## config.mk

```make
export PLATFORM = sky130hd
export DESIGN_NAME = uart_tx_flow
export DESIGN_NICKNAME = d
export VERILOG_FILES = /design/src/rtl/uart_pkg.sv /design/src/rtl/uart_sync2.sv /design/src/rtl/uart_tx_flow.sv
export SDC_FILE = /design/constraint.sdc
export NUM_CORES = 1
export LEC_CHECK = 0
export CAP_MARGIN = 0
export CORE_ASPECT_RATIO = 0.75
export CORE_MARGIN = 4
export CORE_UTILIZATION = 25
export DETAILED_ROUTE_END_ITERATION = 10
export GPL_TIMING_DRIVEN = 0
export SYNTH_ARGS = -nofsm -noshare
export SYNTH_HDL_FRONTEND = slang
export SYNTH_SLANG_ARGS = --single-unit
```

## constraint.sdc

```tcl
create_clock -name clock -period 2 [get_ports clock]
set_clock_uncertainty 0.1 [all_clocks]
set_input_delay 0.3 -clock clock [delete_from_list [all_inputs] [get_ports clock]]
set_output_delay 0.3 -clock clock [all_outputs]
set_load 0.005 [all_outputs]
```

## src/rtl/uart_pkg.sv

```systemverilog
// Shared UART definitions for the TX and RX paths: FSM states and line/synchroniser reset levels.
package uart_pkg;

    typedef enum logic [1:0] {
        IDLE  = 2'd0,
        START = 2'd1,
        DATA  = 2'd2,
        STOP  = 2'd3
    } uart_state_t;

    localparam logic       LINE_IDLE = 1'b1;
    localparam logic [1:0] SYNC_RST  = 2'b11;

endpackage

```

## src/rtl/uart_sync2.sv

```systemverilog
// Two-flop synchroniser for an asynchronous single-bit input.
// Latency: 2 clocks from d to q; no backpressure (free-running).
module uart_sync2 #(
    parameter logic [1:0] RST_VAL = 2'b11
) (
    input  logic clock,
    input  logic reset_l,
    input  logic d,
    output logic q
);

    logic [1:0] sync;

    always_ff @(posedge clock) begin
        if (!reset_l) begin
            sync <= RST_VAL;
        end else begin
            sync <= {sync[0], d};
        end
    end

    assign q = sync[1];

endmodule

```

## src/rtl/uart_tx_flow.sv

```systemverilog
// UART 8N1/8N2 transmitter with host RTS flow control at frame granularity.
// Latency: start bit on txd the cycle after accept; backpressure: in_ready only in IDLE with host ready.
module uart_tx_flow
    import uart_pkg::*;
#(
    parameter int DIV_W     = 16,
    parameter int DATA_BITS = 8
) (
    input  logic                 clock,
    input  logic                 reset_l,
    input  logic [DIV_W-1:0]     div,
    input  logic                 nstop,
    input  logic                 in_valid,
    input  logic [DATA_BITS-1:0] in_data,
    output logic                 in_ready,
    input  logic                 rtsn,
    output logic                 txd,
    output logic                 busy
);

    localparam int CNT_W = $clog2(DATA_BITS + 1);

    uart_state_t          state;
    logic [DIV_W-1:0]     baud_cnt;
    logic [DIV_W-1:0]     div_q;
    logic [CNT_W-1:0]     bit_cnt;
    logic [DATA_BITS-1:0] shreg;
    logic                 nstop_q;
    logic                 rts_q;
    logic                 accept;
    logic                 bit_done;

    uart_sync2 #(.RST_VAL(SYNC_RST)) u_rts_sync (
        .clock   (clock),
        .reset_l (reset_l),
        .d       (rtsn),
        .q       (rts_q)
    );

    assign in_ready = (state == IDLE) & ~rts_q;
    assign accept   = in_valid & in_ready;
    assign bit_done = (baud_cnt == '0);

    always_ff @(posedge clock) begin
        if (!reset_l) begin
            state    <= IDLE;
            txd      <= LINE_IDLE;
            busy     <= 1'b0;
            baud_cnt <= '0;
            bit_cnt  <= '0;
            shreg    <= '0;
            div_q    <= '0;
            nstop_q  <= 1'b0;
        end else begin
            // Every bit period is div_q+1 clocks: reload on expiry, else count down.
            if (state != IDLE) begin
                baud_cnt <= bit_done ? div_q : baud_cnt - DIV_W'(1);
            end
            case (state)
                IDLE: begin
                    if (accept) begin
                        state    <= START;
                        txd      <= 1'b0;
                        busy     <= 1'b1;
                        baud_cnt <= div;
                        div_q    <= div;
                        nstop_q  <= nstop;
                        shreg    <= in_data;
                        bit_cnt  <= '0;
                    end
                end
                START: begin
                    if (bit_done) begin
                        state <= DATA;
                        txd   <= shreg[0];
                    end
                end
                DATA: begin
                    if (bit_done) begin
                        if (bit_cnt == CNT_W'(DATA_BITS - 1)) begin
                            state   <= STOP;
                            txd     <= LINE_IDLE;
                            bit_cnt <= '0;
                        end else begin
                            shreg   <= shreg >> 1;
                            txd     <= shreg[1];
                            bit_cnt <= bit_cnt + CNT_W'(1);
                        end
                    end
                end
                STOP: begin
                    if (bit_done) begin
                        if (bit_cnt == CNT_W'(nstop_q)) begin
                            state <= IDLE;
                            busy  <= 1'b0;
                        end else begin
                            bit_cnt <= bit_cnt + CNT_W'(1);
                        end
                    end
                end
                default: begin
                    state <= IDLE;
                    txd   <= LINE_IDLE;
                    busy  <= 1'b0;
                end
            endcase
        end
    end

endmodule

```

==> impl_metrics.yaml, run 1 <==
outcome:
  status: "complete, no violations"
hold_path:
  holdCritStartpoint: "reset_l"
  min-delay-path-class: "in -> reg"
setup_path:
  path_max_fanout: 8
  critPathKind: "reg -> reg"
  timing.rr.start: "baud_cnt[2]"
  crit_path_start_kind: "flop"
  arrival_ns: 2.10
  worstPathRequired_ns: 2.11
  setup.worst_path.start: "baud_cnt[2]"
  cp-end-kind: "flop"
clock_tree:
  clock_latency_ns: 0.29
  htreeDepth: 2
  cts_hold_buf: 0
  cts_buffers: 5
  clock_path_buffers: 2
  cts_tree: "built"
  root_buffer: "clkbuf_16"
  clkTransAtPathRegs_ns: 0.06
  cts_sinks: 51
grt:
  antenna_found_initial: 0
  grt_pass1_vias: 2620
  overflow: 0
  grt_util_all_layers_pct: 12.8
  grt_pass1_wl_um: 13100
  grt_max_degree: 15
die:
  start_util_pct: 25.9
  fp.dieW_um: 128
  die_h_um: 97.9
  num_rows: 32
  core-area_mm2: 0.0104
  die-area_mm2: 0.0125
  pin_count: 32
drt:
  met3_length_um: 436
  drt_wl_total_um: 7820
  top_layer: "met4"
  postRouteAntennaNets: 0
  wire_per_inst_um: 15.0
  drc_errors: 0
  viasPerCell: 4.99
  drtPass1Iterations: 4
  drt_iter0_markers: 136
  vias: 2594
  wl_met2_um: 3660
  drt-met1-wl_um: 3680
logic_synthesis:
  synth-seq-cells: 51
  synth_enable_flop_cells: 0
  postSynthAreaPerCell_um2: 8.20
  async_flop_share_pct: 0
  yosysTopAreaCellShare_pct: 37.9
  netlist-cell-type-count: 49
  yosys.area.top_type: "dfxtp_1"
  ys_top_cells_by_area: "dfxtp_1, nand2_1, a21oi_1"
  yosys_most_used_dff: "dfxtp_1"
  syn_nets: 365
  synth_cells: 329
  synth.cell_area_mm2: 0.00270
  ys_seq_area_share_pct: 37.9
  ys_warn_count: 0
placement:
  place_hpwl_um: 5560
  port_buffers: 30
  placed_area_mm2: 0.00318
  place_congestion: 0.869
timing:
  finalSetupTns_ns: 0
  tightest_slew_ns: 0.589
  hold_viol: 0
  fmax_mhz: 501
  rsz0062_at_grt: "true"
  holdWs_ns: 0.213
  fin_crit_sh_pct: 99.8
  setup_viol: 0
  period_minus_slack_ns: 2.00
  drv_slew: 0
  slew_headroom_pct: 60.7
finish:
  most-common-layout-cells: "nand2_1, dfxtp_1, clkdlybuf4s50_1"
  final_common_cell: "nand2_1"
  drive_gt1_share_pct: 18.5
  num_antenna_cells: 0
  fin_nets: 419
  finalInstanceArea_mm2: 0.00361
  area_growth_pct: 33.8
pwr:
  vdd_ir_drop_max_mv: 0.758
  finalPower_uw: 6370
  cellLeakagePower_uw: 0.00136
  p_per_area_mw_per_mm2: 1760
job:
  maxCapViolations: 0
==> sequential cells by signal (all words and copies together) (netlist names) <==
signal	cells
baud_cnt	16
bit_cnt	4
busy	1
div_q	16
nstop_q	1
shreg	8
state	2
txd	1
u_rts_sync.sync	2
==> report_power, final <==
part	switching [µW]	total, µW	internal, µW	leakage (µW)
Combinational	2040	3940	1900	0.000876
Sequential	297	1590	1290	0.000420
Clock	372	836	464	0.0000679
==> synth_stat cells (2+ instances only) <==
library cell,count
a211o_1,2
a21oi_1,21
a31oi_1,4
inv_1,10
nand4_1,3
nand2b_1,5
o211a_1,7
nand3_1,18
xor2_1,4
clkbuf_1,17
ha_1,7
o221ai_1,7
mux2i_1,10
nand2_1,58
o211ai_1,3
nor3_1,14
or3_1,4
a211oi_1,6
o22ai_1,3
a21boi_0,8
nor2_1,13
nand3b_1,2
o31ai_1,2
and2_1,2
o21ai_0,16
dfxtp_1,51
or4_1,4
xnor2_1,7
==> kinds of logic (layout without fill, tap and decap cells) <==
group                      Yosys count  after routing  synth area share (%)
xor gates and xnor gates            11             11                  3.57
AOI/OAI and AO/OA                   85             85                  21.8
and+or+nand+nor                    133            133                  24.8
DFF                                 51             51                  37.9
adders and majority gates            7              7                  3.25
buffers and inverters               32             87                  4.96
muxes                               10             10                  3.71
==> final cells by class <==
class	instances	area (µm²)
clock buffer	7	133
multi-input combinational	246	1660
inverter	10	40.0
timing repair buffer	48	438
clock inverter	1	5.00
fill	1077	6800
buffer	21	125
sequential	51	1040
tap	136	170
==> per-stage QoR <==
| step | util, % | std cells | worst slack (ns) |
|---|---|---|---|
| after global routing | 34.7 | 520 | -0.0983 |
| after global placement | 30.5 | 495 | -0.727 |
| after CTS | 33.2 | 511 | -0.0209 |
| after detailed placement | 30.5 | 495 | -0.773 |
| final | 34.7 | 520 | 0.00321 |
| after floorplan | - | 329 | 0.00576 |
==> metal layers <==
metal  track usage, %  up-vias
met1             18.1     1251
met5                0        -
li1                 -     1291
met4             1.96        0
met3             3.23        5
met2             20.3       47
==> worst max-delay path: stages, from the launching register on <==
cell and delay (ns):
dfxtp_4 0.37, nor4_4 0.27, buf_4 0.18, nand3b_1 0.08
or3_4 0.37, buf_8 0.14, a211o_1 0.25, a31oi_1 0.15
==> worst paths after layout <==
path                         to  slack [ns]  cells past startpoint
max                 baud_cnt[0]       0.003                      7
max reg2reg         baud_cnt[0]       0.003                      7
min          u_rts_sync.sync[1]        0.21                      2
min reg2reg  u_rts_sync.sync[1]        0.33                      1
==> repair_timing <==
item	CTS	global route
pin swaps	7	10
buffers inserted	9	9
endpoints found under the setup margin	50	43
gates resized for setup	30	35
No activity file was read; power rests on OpenSTA's default activity.
==> run 2: changes to the inputs <==
--- a/config.mk
+++ b/config.mk
@@ -6,11 +6,14 @@
 export NUM_CORES = 1
 export LEC_CHECK = 0
 export CAP_MARGIN = 0
+export CELL_PAD_IN_SITES_DETAIL_PLACEMENT = 1
+export CELL_PAD_IN_SITES_GLOBAL_PLACEMENT = 2
 export CORE_ASPECT_RATIO = 0.75
 export CORE_MARGIN = 4
 export CORE_UTILIZATION = 25
 export DETAILED_ROUTE_END_ITERATION = 10
 export GPL_TIMING_DRIVEN = 0
+export PLACE_DENSITY_LB_ADDON = 0.1
 export SYNTH_ARGS = -nofsm -noshare
 export SYNTH_HDL_FRONTEND = slang
 export SYNTH_SLANG_ARGS = --single-unit
==> run 2 against run 1 <==
The run now ends with negative setup slack left. Largest cell class unchanged. Fmax is 2.0% lower. Hold slack worse by 0.0041 ns. Wire length increased by 21%. Global-route usage rose by 2.6 points. Power increased by 13%. First-iteration DRC count is 41% lower. Register-to-register slack got worse by 0.04 ns.
==> impl_metrics.yaml, run 2 (same netlist as run 1, synthesis figures left out) <==
placement:
  place_hpwl_um: 6510
  place_congestion: 0.774
  port_buffers: 30
  dp.cells: 495
finish:
  most-common-layout-cells: "nand2_1, dfxtp_1, clkdlybuf4s50_1"
  drive_gt1_share_pct: 24.7
  biggestRegsByFlops: "baud_cnt x16, div_q x16, shreg x8"
  final_util_pct: 36.5
  num_antenna_cells: 0
  nFillCells: 1233
  final_common_cell: "nand2_1"
  fin_nets: 427
  area_growth_pct: 40.8
  stdcell_count: 528
drt:
  drt_wl_total_um: 9460
  vias: 2641
  drtPass1Iterations: 4
  wire_per_inst_um: 17.9
  postRouteAntennaNets: 0
  drt_iter0_markers: 80
  viasPerCell: 5.00
  drc_errors: 0
clock_tree:
  clkTransAtPathRegs_ns: 0.07
  htreeDepth: 2
  cts_sinks: 51
  clock_path_buffers: 2
  cts_hold_buf: 0
  cts_tree: "built"
  cts_buffers: 5
  clock_latency_ns: 0.30
  root_buffer: "clkbuf_16"
die:
  start_util_pct: 25.9
  core-area_mm2: 0.0104
  pin_count: 32
  num_rows: 32
  fp.dieW_um: 128
  die_h_um: 97.9
  die-area_mm2: 0.0125
grt:
  antenna_found_initial: 0
  grt_util_all_layers_pct: 15.4
  grt_pass1_wl_um: 15300
  grt_max_degree: 16
  grt_pass1_vias: 2779
  overflow: 0
setup_path:
  worstPathRequired_ns: 2.12
  path_max_fanout: 8
  cpLargestDelayFamily: "simple AND/OR/NAND/NOR gates"
  cp-end-kind: "flop"
  crit_slowest_cell: "or3_4"
  slowest_delay_ns: 0.40
  critPathKind: "reg -> reg"
  arrival_ns: 2.15
  path_cells: "nor4_4 > nand3_1 > or3_4 > buf_8 > a211o_1 > a31oi_1"
  crit_path_start_kind: "flop"
  critPathBufInv: 1
pwr:
  power_frac_comb_pct: 65.6
  clkPwrFrac_pct: 12.1
  cellLeakagePower_uw: 0.00143
  power.share.sequential_pct: 22.3
  p_per_area_mw_per_mm2: 1900
  swShare_pct: 43.4
  power.switching_uw: 3130
  p_int_uw: 4080
  vdd_ir_drop_max_mv: 0.562
outcome:
  status: "finished with violations"
  violations: "negative setup slack"
timing:
  rsz0062_at_grt: "true"
  setup_slack_ns: -0.0376
  setup_viol: 9
  hold_viol: 0
  fin_crit_sh_pct: 102
  finalSetupTns_ns: -0.100
  drv_slew: 0
  fmax_mhz: 491
  period_minus_slack_ns: 2.04
  tightest_slew_ns: 0.700
  slew_headroom_pct: 53.4
job:
  maxCapViolations: 0
hold_path:
  min-delay-path-class: "in -> reg"
## run 2: changes by cell type in the layout (fill, tap and decap cells not counted), moves of 2 or more
cell      previous run  this run
inv_1                7         5
nor2_2               2         4
or3_4                1         3
nor2_1              11         9
buf_4               20        24
clkbuf_1            10         8
or3_1                3         1
inv_4                1         3
buf_6                2         6
dfxtp_1             44        42
## run 2: final timing paths
path,startpoint,endpoint,slack (ns),cells past startpoint
setup / recovery,baud_cnt[6],baud_cnt[0],-0.04,6
hold / removal,reset_l,u_rts_sync.sync[0],0.21,2
setup reg to reg,baud_cnt[6],baud_cnt[0],-0.04,6
hold reg to reg,u_rts_sync.sync[0],u_rts_sync.sync[1],0.33,1
## run 2: cell type report
cell class	count	area (µm²)	area share [%]
buffer	19	123	3.23
clock buffer	6	129	3.39
clock inverter	2	12.5	0.329
inverter	10	45.0	1.19
multi-input combinational	246	1740	45.8
sequential	51	1040	27.5
tap	136	170	4.48
timing repair buffer	58	533	14.0
## run 2: layer usage
layer	up-vias	share of wire, %	track usage [%]
met5	-	0	0
met4	0	0.78	2.94
met3	8	2.4	2.79
met2	27	43	22.9
met1	1289	53	23.3
li1	1317	-	-
## run 2: per-stage QoR
step | hold slack [ns] | worst slack, ns | total power [µW] | area [µm²]
3_3_place_gp | 0.310 | -0.821 | 4730 | 3180
3_5_place_dp | 0.313 | -0.871 | 4770 | 3180
5_1_grt | 0.237 | -0.119 | 7760 | 3800
2_1_floorplan | 0.286 | 0.00576 | 3830 | 2710
6_report | 0.209 | -0.0376 | 7210 | 3800
4_1_cts | 0.212 | 0.000298 | 6460 | 3590
## run 2: what timing repair did
action	4_1_cts	5_1_grt
buffers inserted	17	11
pin swaps	11	18
endpoints found under the setup margin	50	31
resized for setup	52	33
## run 2: power by group through the flow
stage | Clock, µW | Sequential [µW] | Combinational, µW
after floorplan | 0 | 1500 | 2330
after global placement | 0 | 1570 | 3160
after detailed placement | 0 | 1580 | 3190
after CTS | 906 | 1590 | 3960
after global routing | 938 | 1660 | 5170
final | 871 | 1610 | 4730
==> run 3: changes to the inputs <==
--- a/config.mk
+++ b/config.mk
@@ -5,6 +5,7 @@
 export SDC_FILE = /design/constraint.sdc
 export NUM_CORES = 1
 export LEC_CHECK = 0
+export ABC_CLOCK_PERIOD_IN_PS = 2000
 export CAP_MARGIN = 0
 export CELL_PAD_IN_SITES_DETAIL_PLACEMENT = 1
 export CELL_PAD_IN_SITES_GLOBAL_PLACEMENT = 2
@@ -16,4 +17,5 @@
 export PLACE_DENSITY_LB_ADDON = 0.1
 export SYNTH_ARGS = -nofsm -noshare
 export SYNTH_HDL_FRONTEND = slang
+export SYNTH_HIERARCHICAL = 1
 export SYNTH_SLANG_ARGS = --single-unit
==> run 3 against run 2 <==
The flow still finishes with violations (negative setup slack). Critical path depth grew 1. Register-to-register slack better by 0.04 ns. Sequential power grew 2%. Die area fell by 0.39%. Critical path type unchanged.
==> impl_metrics.yaml, run 3 <==
outcome:
  status: "finished with violations"
  violations: "negative setup slack"
drt:
  wire_per_inst_um: 17.1
  viasPerCell: 4.92
  postRouteAntennaNets: 0
  drc_errors: 0
  drt_iter0_markers: 52
  drt_wl_total_um: 8710
  vias: 2509
  drtPass1Iterations: 4
setup_path:
  path_max_fanout: 5
  slowest_delay_ns: 0.36
  crit_slowest_cell: "dfxtp_4"
  cp-end-kind: "flop"
  crit_path_start_kind: "flop"
  critPathKind: "reg -> reg"
  worstPathRequired_ns: 2.11
  path_cells: "nor4_4 > buf_4 > nand3b_1 > or3_4 > buf_6 > a211o_1 > a31oi_1"
  arrival_ns: 2.11
  rr_worst_depth: 7
placement:
  dp_slack_ns: -0.780
  place_congestion: 0.723
  place_hpwl_um: 6140
  port_buffers: 31
  placed_area_mm2: 0.00317
pwr:
  cellLeakagePower_uw: 0.00137
  power.share.sequential_pct: 25.8
  p_int_uw: 3700
  vdd_ir_drop_max_mv: 0.502
  finalPower_uw: 6390
  power.switching_uw: 2690
  p_per_area_mw_per_mm2: 1760
  swShare_pct: 42.1
  power_frac_comb_pct: 61.1
  clkPwrFrac_pct: 13.1
clock_tree:
  clock_path_buffers: 2
  cts_hold_buf: 0
  cts_sinks: 51
  clkTransAtPathRegs_ns: 0.07
  cts_buffers: 5
  root_buffer: "clkbuf_16"
  htreeDepth: 2
  clock_latency_ns: 0.29
  cts_tree: "built"
timing:
  fmax_mhz: 500
  rsz0062_at_grt: "true"
  fin_crit_sh_pct: 100
  slew_headroom_pct: 55.9
  setup_viol: 1
  period_minus_slack_ns: 2.00
  tightest_slew_ns: 0.661
  finalSetupTns_ns: -0.00121
  drv_slew: 0
  hold_viol: 0
  holdWs_ns: 0.310
  setup_slack_ns: -0.00121
die:
  core-area_mm2: 0.0104
  die_h_um: 97.8
  pin_count: 32
  num_rows: 32
  start_util_pct: 25.9
  die-area_mm2: 0.0125
  fp.dieW_um: 128
grt:
  grt_util_all_layers_pct: 14.2
  grtUsageMet2_pct: 22.3
  grt.busiest_layer: "met2"
  grt_max_degree: 14
  grt.met1_usage_pct: 19.9
  overflow: 0
  grt_pass1_wl_um: 14200
  use_met3_pct: 3.17
  antenna_found_initial: 0
  grt_pass1_vias: 2711
logic_synthesis:
  yosys.cell_count.top_type: "nand2_1"
  yosysTopAreaCellShare_pct: 38.0
  ys_top_cells_by_area: "dfxtp_1, nand2_1, mux2i_1"
  synthMuxAreaShare_pct: 4.10
  yosys_most_used_dff: "dfxtp_1"
  ys_warn_count: 6
  synthTopCellsByCount: "nand2_1, dfxtp_1, a21oi_1"
  synth.cell_area_mm2: 0.00269
  synth_compound_area_share_pct: 21.7
  yosys.area.top_type: "dfxtp_1"
  postSynthAreaPerCell_um2: 8.47
  async_flop_share_pct: 0
  synth_top_family_by_area: "simple AND/OR/NAND/NOR gates"
  ys_seq_area_share_pct: 38.0
  yosys.area_share.xor_xnor_pct: 3.91
  synth_enable_flop_cells: 0
  synthAdderAreaFrac_pct: 3.26
  synth_simple_gate_area_share_pct: 25.0
  syn_nets: 353
  synth-seq-cells: 51
  netlist-cell-type-count: 53
  synth_cells: 317
finish:
  final_common_cell: "nand2_1"
  multi_input_area_mm2: 0.00167
  seq_area_mm2: 0.00104
  biggestRegsByFlops: "baud_cnt x16, div_q x16, shreg x8"
  num_antenna_cells: 0
  finalInstanceArea_mm2: 0.00362
  nFillCells: 1200
  most-common-layout-cells: "nand2_1, dfxtp_1, clkdlybuf4s50_1"
  fin_nets: 411
  area_growth_pct: 35.0
  drive_gt1_share_pct: 21.4
job:
  maxCapViolations: 0
hold_path:
  whs_path_depth: 1
  min-delay-path-class: "reg -> reg"
## run 3: cell count changes after synthesis, sizes merged, moves of 2 or more
| cell | before | now |
|---|---|---|
| a211oi | 6 | 8 |
| nand3 | 18 | 14 |
| a21oi | 21 | 17 |
| clkbuf | 18 | 15 |
| o21ai | 16 | 9 |
| nand4 | 4 | 2 |
| nor2 | 13 | 9 |
## run 3: path summary, 6_finish.rpt
check	slack, ns	end	startpoint
worst min register to register	0.31	u_rts_sync/sync[1]	u_rts_sync/sync[0]
worst max register to register	-0.001	baud_cnt[0]	baud_cnt[3]
worst max-delay path	-0.001	baud_cnt[0]	baud_cnt[3]
worst min-delay path	0.31	u_rts_sync/sync[1]	u_rts_sync/sync[0]
## run 3: power by group through the flow
stage	registers [µW]	logic, µW	clock network, µW
after floorplan	1560	2250	0
after detailed placement	1650	3000	0
final	1650	3900	836
after global placement	1630	2990	0
after CTS	1650	3680	863
after global routing	1700	4330	904
## run 3: what timing repair did
item | in CTS | in global routing
setup buffers | 17 | 5
cloned | 0 | 1
gates resized for setup | 42 | 24
endpoints found under the setup margin | 49 | 36
pin swaps | 8 | 5
## run 3: metal layers
layer  share of wire (%)  routed length (µm)
met5                   0                   0
met4                 1.1                  93
met3                 2.9                 252
met2                  45                3910
met1                  51                4460
## run 3: logic make-up (layout without fill, tap and decap cells)
group | Yosys count | count (layout)
simple gates | 128 | 128
compound gates | 80 | 80
flops | 51 | 51
buf+inv | 28 | 85
xor+xnor | 12 | 12
mux | 11 | 11
fa+ha+maj | 7 | 7
## run 3: metrics by stage
| stage | cells | util, % |
|---|---|---|
| 6_report | 510 | 35.0 |
| 5_1_grt | 510 | 35.0 |
| 4_1_cts | 506 | 34.2 |
| 3_5_place_dp | 484 | 30.6 |
| 3_3_place_gp | 484 | 30.6 |
| 2_1_floorplan | 317 | - |
## run 3: critical path: cells and delay by family (launching register included)
family | cells | cell delay (ns)
AND/OR/NAND/NOR | 3 | 0.71
buffers and inverters | 2 | 0.32
AO/OA/AOI/OAI | 2 | 0.43
flip-flops | 1 | 0.36
## run 3: area by class of cell
class	instances	area share, %
flip-flops and latches	51	28.6
clock buffers	6	3.56
repair buffers	54	13.2
multi-input cells	238	46.0
plain buffers	16	2.83
well taps	136	4.69
inverters	9	1.10
